[src/rtl/instruction_fetch_unit_if.sv]
// Fetch-unit bus: instruction-memory read port plus the decoder-facing
// instruction handshake and the redirect/halt controls from execute.
interface instruction_fetch_unit_if #(
   parameter int INSTRUCTION_WIDTH = 16,
   parameter int ADDRESS_WIDTH     = 16
);
   logic                          mem_req;
   logic [ADDRESS_WIDTH-1:0]      mem_addr;
   logic                          mem_ack;
   logic [INSTRUCTION_WIDTH-1:0]  mem_data;

   logic [INSTRUCTION_WIDTH-1:0]  Instruction;
   logic                          is_bios;
   logic                          instr_valid;
   logic                          instr_ready;
   logic [ADDRESS_WIDTH-1:0]      instr_pc;

   logic                          redirect;
   logic [ADDRESS_WIDTH-1:0]      redirect_target;
   logic                          halt;
   logic                          halted;

   modport master (
      output mem_req, mem_addr, Instruction, is_bios, instr_valid, instr_pc, halted,
      input  mem_ack, mem_data, instr_ready, redirect, redirect_target, halt
   );

   modport slave (
      input  mem_req, mem_addr, Instruction, is_bios, instr_valid, instr_pc, halted,
      output mem_ack, mem_data, instr_ready, redirect, redirect_target, halt
   );
endinterface

[src/rtl/instruction_fetch_unit.sv]
// Instruction fetch unit: requests one word at a time, holds it for decode,
// and follows redirects and halt from the execute stage.
//
// state      | meaning
// -----------+-----------------------------------------------------------
// ST_REQUEST | mem_req high at pc, waiting for mem_ack
// ST_HOLD    | fetched word presented to decode until instr_ready
// ST_HALTED  | fetch stopped after HLT; only redirect or reset resumes
module instruction_fetch_unit #(
   parameter int INSTRUCTION_WIDTH = 16,
   parameter int ADDRESS_WIDTH     = 16,
   parameter int OS_START          = 2048,
   parameter logic [INSTRUCTION_WIDTH-1:0] NOP_WORD = INSTRUCTION_WIDTH'(16'hE000)
) (
   input  logic                      clock,
   input  logic                      reset,
   instruction_fetch_unit_if.master  bus
);

   typedef enum logic [1:0] {
      ST_REQUEST = 2'd0,
      ST_HOLD    = 2'd1,
      ST_HALTED  = 2'd2
   } state_t;

   localparam logic [ADDRESS_WIDTH-1:0] OS_START_ADDR = ADDRESS_WIDTH'(OS_START);

   state_t                         state;
   logic [ADDRESS_WIDTH-1:0]       pc;
   logic [ADDRESS_WIDTH-1:0]       instr_pc_q;
   logic [INSTRUCTION_WIDTH-1:0]   instruction_q;
   logic                           instr_valid_q;
   logic                           is_bios_q;
   logic                           mem_req_q;
   logic                           halted_q;
   logic [ADDRESS_WIDTH-1:0]       pc_seq;
   logic                           accept;

   // Wraps naturally at the address width.
   assign pc_seq = instr_pc_q + ADDRESS_WIDTH'(1);
   assign accept = (state == ST_HOLD) && instr_valid_q && bus.instr_ready;

   always_ff @(posedge clock) begin
      if (reset) begin
         state         <= ST_REQUEST;
         pc            <= '0;
         instr_pc_q    <= '0;
         instruction_q <= NOP_WORD;
         instr_valid_q <= 1'b0;
         is_bios_q     <= 1'b1;
         mem_req_q     <= 1'b1;
         halted_q      <= 1'b0;
      end else if (bus.redirect) begin
         // Redirect beats halt and discards any ack or accept this cycle.
         state         <= ST_REQUEST;
         pc            <= bus.redirect_target;
         instruction_q <= NOP_WORD;
         instr_valid_q <= 1'b0;
         mem_req_q     <= 1'b1;
         halted_q      <= 1'b0;
      end else if (bus.halt) begin
         if (accept) begin
            pc <= pc_seq;
         end
         state         <= ST_HALTED;
         instruction_q <= NOP_WORD;
         instr_valid_q <= 1'b0;
         mem_req_q     <= 1'b0;
         halted_q      <= 1'b1;
      end else begin
         case (state)
            ST_REQUEST: begin
               if (bus.mem_ack) begin
                  instruction_q <= bus.mem_data;
                  instr_pc_q    <= pc;
                  is_bios_q     <= (pc < OS_START_ADDR);
                  instr_valid_q <= 1'b1;
                  mem_req_q     <= 1'b0;
                  state         <= ST_HOLD;
               end
            end
            ST_HOLD: begin
               if (accept) begin
                  pc            <= pc_seq;
                  instruction_q <= NOP_WORD;
                  instr_valid_q <= 1'b0;
                  mem_req_q     <= 1'b1;
                  state         <= ST_REQUEST;
               end
            end
            ST_HALTED: begin
               mem_req_q <= 1'b0;
               halted_q  <= 1'b1;
            end
            default: begin
               state         <= ST_REQUEST;
               instruction_q <= NOP_WORD;
               instr_valid_q <= 1'b0;
               mem_req_q     <= 1'b1;
               halted_q      <= 1'b0;
            end
         endcase
      end
   end

   assign bus.mem_req     = mem_req_q;
   assign bus.mem_addr    = pc;
   assign bus.Instruction = instruction_q;
   assign bus.is_bios     = is_bios_q;
   assign bus.instr_valid = instr_valid_q;
   assign bus.instr_pc    = instr_pc_q;
   assign bus.halted      = halted_q;

endmodule

[src/flat_wrapper.sv]
// flat-port wrapper written by rule: the top's interface ports become plain ports
module instruction_fetch_unit_flat 
#(
   parameter int INSTRUCTION_WIDTH = 16,
   parameter int ADDRESS_WIDTH     = 16,
   parameter int OS_START          = 2048,
   parameter logic [INSTRUCTION_WIDTH-1:0] NOP_WORD = INSTRUCTION_WIDTH'(16'hE000)
)
  (clock, reset, bus_mem_req, bus_mem_addr, bus_Instruction, bus_is_bios, bus_instr_valid, bus_instr_pc, bus_halted, bus_mem_ack, bus_mem_data, bus_instr_ready, bus_redirect, bus_redirect_target, bus_halt);
  instruction_fetch_unit_if #(.INSTRUCTION_WIDTH(INSTRUCTION_WIDTH), .ADDRESS_WIDTH(ADDRESS_WIDTH)) bus_i ();
  input  logic clock;
  input  logic reset;
  output wire logic [$bits(bus_i.mem_req)-1:0] bus_mem_req;
  output wire logic [$bits(bus_i.mem_addr)-1:0] bus_mem_addr;
  output wire logic [$bits(bus_i.Instruction)-1:0] bus_Instruction;
  output wire logic [$bits(bus_i.is_bios)-1:0] bus_is_bios;
  output wire logic [$bits(bus_i.instr_valid)-1:0] bus_instr_valid;
  output wire logic [$bits(bus_i.instr_pc)-1:0] bus_instr_pc;
  output wire logic [$bits(bus_i.halted)-1:0] bus_halted;
  input wire logic [$bits(bus_i.mem_ack)-1:0] bus_mem_ack;
  input wire logic [$bits(bus_i.mem_data)-1:0] bus_mem_data;
  input wire logic [$bits(bus_i.instr_ready)-1:0] bus_instr_ready;
  input wire logic [$bits(bus_i.redirect)-1:0] bus_redirect;
  input wire logic [$bits(bus_i.redirect_target)-1:0] bus_redirect_target;
  input wire logic [$bits(bus_i.halt)-1:0] bus_halt;
  assign bus_mem_req = bus_i.mem_req;
  assign bus_mem_addr = bus_i.mem_addr;
  assign bus_Instruction = bus_i.Instruction;
  assign bus_is_bios = bus_i.is_bios;
  assign bus_instr_valid = bus_i.instr_valid;
  assign bus_instr_pc = bus_i.instr_pc;
  assign bus_halted = bus_i.halted;
  assign bus_i.mem_ack = bus_mem_ack;
  assign bus_i.mem_data = bus_mem_data;
  assign bus_i.instr_ready = bus_instr_ready;
  assign bus_i.redirect = bus_redirect;
  assign bus_i.redirect_target = bus_redirect_target;
  assign bus_i.halt = bus_halt;
  instruction_fetch_unit #(.INSTRUCTION_WIDTH(INSTRUCTION_WIDTH), .ADDRESS_WIDTH(ADDRESS_WIDTH), .OS_START(OS_START), .NOP_WORD(NOP_WORD)) u_core (.clock(clock), .reset(reset), .bus(bus_i));
endmodule
[config.mk]
export PLATFORM = sky130hd
export DESIGN_NAME = instruction_fetch_unit_flat
export DESIGN_NICKNAME = d
export VERILOG_FILES = /design/src/rtl/instruction_fetch_unit_if.sv /design/src/rtl/instruction_fetch_unit.sv /design/src/flat_wrapper.sv
export SDC_FILE = /design/constraint.sdc
export NUM_CORES = 1
export LEC_CHECK = 0
export CORE_MARGIN = 5
export CORE_UTILIZATION = 39
export CTS_CLUSTER_DIAMETER = 120
export DETAILED_ROUTE_END_ITERATION = 12
export GPL_TIMING_DRIVEN = 0
export PLACE_DENSITY = 0.72
export RECOVER_POWER = 100
export SYNTH_ARGS = -nofsm -noshare
export SYNTH_HDL_FRONTEND = slang
export SYNTH_SLANG_ARGS = --single-unit
[constraint.sdc]
create_clock -name clock -period 1.6 [get_ports clock]
set_clock_uncertainty 0.05 [all_clocks]
set_input_delay 0.24 -clock clock [delete_from_list [all_inputs] [get_ports clock]]
set_output_delay 0.24 -clock clock [all_outputs]
set_load 0.02 [all_outputs]
### Word-level counts from Yosys, hierarchy flattened

Index checks and enable logic that the tools add are counted.

| word-level totals | value |
|---|---|
| input bits | 38 |
| output and inout bits | 52 |
| bits in registers | 54 |

| cells by class | value |
|---|---|
| mux-type cells | 20 |
| $add $sub $neg | 1 |
| bitwise operators | 3 |
| magnitude comparators | 1 |
| reduce and logical (&&, ||, !) cells | 11 |
| eq/ne operators | 8 |

Operator list:

| cell | count |
|---|---|
| 2-to-1 mux 16 bit | 6 |
| case mux 16 bit (3 select lines) | 1 |
| adder 16 x 1 -> 16 bit, second input constant | 1 |
| less-than comparator 16 x 12 -> 1 bit, second input constant | 1 |
| 2-to-1 mux 1 bit | 6 |
| 2-to-1 mux 2 bit | 3 |
| case mux 1 bit (3 select lines) | 2 |
| case mux 2 bit (3 select lines) | 1 |
| AND reduction 3 bit | 2 |
| inequality test 2 x 1 -> 1 bit, second input constant | 2 |
| inequality test 2 bit, second input constant | 2 |
| AND reduction 4 bit | 1 |
| OR reduction 2 bit | 2 |
| inequality test 3 x 2 -> 1 bit, second input constant | 1 |
| inequality test 3 bit, second input constant | 1 |
| NOT 1 bit | 3 |
| nonzero test 3 bit | 1 |
| OR reduction 3 bit | 1 |
| equality test 2 x 1 -> 1 bit, second input constant | 1 |
| equality test 2 bit, second input constant | 1 |
| logical AND 1 bit | 2 |
| zero test 2 bit | 1 |
| case mux 1 bit (2 select lines) | 1 |
| AND reduction 2 bit | 1 |

### Longest topological paths before layout

| depth | value |
|---|---|
| depth after elaboration | 7 |
| mapped depth | 7 |
| depth with buffers taken out | 6 |

### Worst setup path before layout

No wires, ideal clock.

| timing path | value |
|---|---|
| kind | register to register |
| from | register u_core.instr_pc_q[0] (netlist: u_core.bus.instr_pc[0]) |
| to | register u_core.pc[12] (netlist: u_core.bus.mem_addr[12]) |
| setup time | 0.128 ns |
| data required time | 1.422 ns |
| arrival | 1.581 ns |
| path slack | -0.159 ns |
| buffers on the path | 0 |
| clock period less this slack | 1.759 ns |
| stages on the path, launching flop included | 7 |
| path through | dfxtp_1 ha_1 inv_1 nor4_1 xor2_1 a221oi_1 nor2_1 |

| on the way | value |
|---|---|
| word-level cells in the longest chain between the ends | 5 |

RTL lines:

| what | line | RTL |
|---|---|---|
| from (decl) | instruction_fetch_unit.sv:30 | `logic [ADDRESS_WIDTH-1:0] instr_pc_q;` |
| from (signal assigned) | instruction_fetch_unit.sv:75 | `instr_pc_q <= pc;` |
| adder 16 x 1 -> 16 bit (*) | instruction_fetch_unit.sv:40 | `assign pc_seq = instr_pc_q + ADDRESS_WIDTH'(1);` |
| 2-to-1 mux 16 bit (*) | instruction_fetch_unit.sv:62, instruction_fetch_unit.sv:83 |  |
| 2-to-1 mux 16 bit | instruction_fetch_unit.sv:71 | `case (state)` |
| 2-to-1 mux 16 bit (*) | instruction_fetch_unit.sv:61 | `end else if (bus.halt) begin` |
| 2-to-1 mux 16 bit (*) | instruction_fetch_unit.sv:53 | `end else if (bus.redirect) begin` |
| to (signal assigned) | instruction_fetch_unit.sv:56 | `pc <= bus.redirect_target;` |
| to (signal assigned) | instruction_fetch_unit.sv:63 | `pc <= pc_seq;` |
| to (signal assigned) | instruction_fetch_unit.sv:84 | `pc <= pc_seq;` |
| to (decl) | instruction_fetch_unit.sv:29 | `logic [ADDRESS_WIDTH-1:0] pc;` |

Every way passes the cells marked *; elsewhere a longest branch is shown, timed or not. The select of a mux whose other input is x is not followed.
A chain may end at the register's enable or synchronous reset.

### Worst setup path in the final report

| timing path | value |
|---|---|
| from | register u_core.instruction_q[2] (netlist: u_core.bus.Instruction[2]) |
| to | output bus_Instruction[2] |

RTL lines:

| what | line | RTL |
|---|---|---|
| from (decl) | instruction_fetch_unit.sv:31 | `logic [INSTRUCTION_WIDTH-1:0] instruction_q;` |
| from (signal assigned) | instruction_fetch_unit.sv:74 | `instruction_q <= bus.mem_data;` |
| to (decl) | flat_wrapper.sv:15 | `output wire logic [$bits(bus_i.Instruction)-1:0] bus_Instruction;` |

No word-level cell between the ends.

==> impl_metrics.yaml <==
outcome:
  status: "finished clean"
sta:
  setup_viol: 0
  worst_hold_slack_ps: 296
  period_minus_slack_ps: 1560
  rsz0062_at_grt: "yes"
  finalHoldViolations: 0
  fmax_mhz: 642
  fin_setup_tns_ps: 0
  worst_pin_slew_ps: 526
  post-route-period-util: 0.973
  maxSlewHeadroom: 0.645
  slew_violations: 0
clock_tree:
  clk_latency_ps: 300
  ctsLongestPathBuffers: 2
  numCtsBuffers: 5
  cts_hold_buffers: 0
  clock-sinks: 53
  clk_pin_slew_worst_paths_ps: 90
  cts_tree: "yes"
  h-tree-depth: 2
  cts_root_buf: "clkbuf_8"
run:
  drv_cap: 0
global_route:
  globalRouteTotalUtil: 0.188
  grt_pass1_vias: 2326
  grt_max_degree: 16
  antenna_found_initial: 0
  gr-total-overflow: 0
  grt_first_pass_wirelength_um: 11300
synth:
  async_flop_share: 0
  syn_area_mm2: 0.00232
  synth_ff_type: "dfxtp_1"
  synth_top_cell_by_area: "dfxtp_1"
  syn_nets: 329
  synth_area_leaders: "dfxtp_1, nand2_1, nor2_1"
  yosysTopAreaCellShare: 0.456
  ys_ff_latch: 53
  synth_common_cells: "nand2_1, dfxtp_1, nor2_1"
  netlist_instances: 290
  synth_seq_area_share: 0.456
  syn_avg_cell_area_um2: 8.02
  synthMostInstantiatedCell: "nand2_1"
  synth_warnings: 0
  synth_edf_count: 0
  synthDistinctLibCells: 40
floorplanning:
  io_pins: 90
  die_h_um: 87.2
  fp.coreArea_mm2: 0.00585
  fp.dieArea_mm2: 0.00760
  rows: 28
  dieWidth_um: 87.2
  start_util: 0.397
final_layout:
  syn_to_final_growth_pct: 55.4
  nets: 434
  stdcell_count: 471
  layout-drive-gt1-share: 0.134
  num_antenna_cells: 0
hold_path:
  hold_class: "primary input to register"
  hold_path.startpoint: "bus_halt"
place:
  port_buffers: 88
  post-place-cells: 453
  gp_congestion: 0.899
  dpl.hpwl_um: 5280
worst_setup_path:
  critPathKind: "register to output pin"
  max_stage_delay_ps: 610
  r2r-start: "u_core.state[1]"
  cp_top_family: "buffers and inverters"
  startpoint: "u_core.bus.Instruction[2]"
  start_kind: "register"
  endpoint_kind: "output pin"
  cp_num_buf_inv: 1
  cp_cell_sequence: "clkdlybuf4s50_1"
  cp.required_ps: 1310
  arrival_ps: 1270
  cp_max_fo: 2
  cp_slowest_cell: "clkdlybuf4s50_1"
pwr:
  power_per_cell_area_mw_per_mm2: 765
  power.leakage_nw: 1.59
  ir_worst_vdd_v: 0.000597
drt:
  routed_wl_um: 7350
  wire_per_inst_um: 15.6
  drc: 0
  num_vias: 2421
  via_per_inst: 5.14
  firstDrtPassIters: 4
  ant_nets: 0
  drt_iter0_drc: 143
-- layout make-up --
cell class              instances  area, µm²
fillers                       508       2240
multi-input cells             217       1230
flip-flops and latches         53       1100
repair buffers                 98        963
plain buffers                  17       96.3
well taps                      75       93.8
clock buffers                   7       86.3
clock inverters                 1       30.0
inverters                       3       11.3
-- final timing paths --
path              cells after the start                   endpoint  slack, ps
hold reg to reg                       2  u_core.bus.Instruction[3]        420
hold / removal                        2         u_core.bus.mem_req        300
setup reg to reg                      7     u_core.bus.instr_pc[4]         50
setup / recovery                      1         bus_Instruction[2]         40
-- state kept, by name, indices dropped and copies added, names as in the netlist --
register,cells
u_core.bus.mem_addr,16
u_core.bus.Instruction,16
u_core.bus.is_bios,1
u_core.state,2
u_core.bus.mem_req,1
u_core.bus.instr_pc,16
u_core.bus.halted,1
-- power breakdown --
part / switching, W / internal (W) / total, W
registers: 0.0000405 / 0.00135 / 0.00139
logic: 0.000214 / 0.000219 / 0.000433
clock network: 0.000431 / 0.000511 / 0.000942
total: 0.000686 / 0.00208 / 0.00276
-- routing by layer --
layer,up-vias,part of all wire,track usage,wire [µm]
met1,1119,0.44,0.246,3210
li1,1216,-,-,-
met3,11,0.066,0.0454,488
met4,0,0.016,0.0432,119
met2,75,0.48,0.312,3530
met5,-,0,0,0
-- layout by cell type (no fill, tap or decap), types with 2 or more instances in the layout --
master	instances
clkbuf_8	6
dlymetal6s2s_1	15
nand4_1	5
a22oi_1	11
nor2_1	45
xor2_1	6
nand3_1	8
and4_1	2
nand2_1	57
clkbuf_1	9
inv_1	3
dfxtp_4	9
a221oi_1	5
dfxtp_2	3
dlygate4sd2_1	22
a21oi_1	30
nor2_4	2
o22ai_1	6
o21ai_0	6
dfxtp_1	41
xnor2_1	7
a221oi_2	2
buf_2	5
nor4_2	2
buf_4	10
clkdlybuf4s50_1	51
-- per-stage QoR --
stage	total power [W]	setup WS [ps]	utilization	area, µm²
6_report	0.00276	42.5	0.617	3610
5_1_grt	0.00286	-14.7	0.617	3610
4_1_cts	0.00276	0.175	0.587	3440
3_5_place_dp	0.00186	-519	0.565	3310
3_3_place_gp	0.00185	-470	0.565	3310
2_1_floorplan	0.00163	-10.3	-	2330
-- cells by family (layout without fill, tap and decap cells) --
logic type,Yosys count,in the layout,share of synthesized area
simple gates,137,137,0.272
compound gates,65,65,0.172
flops,53,53,0.456
buf+inv,20,126,0.0409
xor+xnor,13,13,0.0490
fa+ha+maj,1,1,0.00538
mux,1,1,0.00431
-- timing repair --
item                       4_1_cts  5_1_grt
gates cloned                     0        1
setup endpoints to repair       41       50
resized for setup               35       36
pin swaps                        0       10
setup buffers                    0        9
No activity file was read; power rests on OpenSTA's default activity.
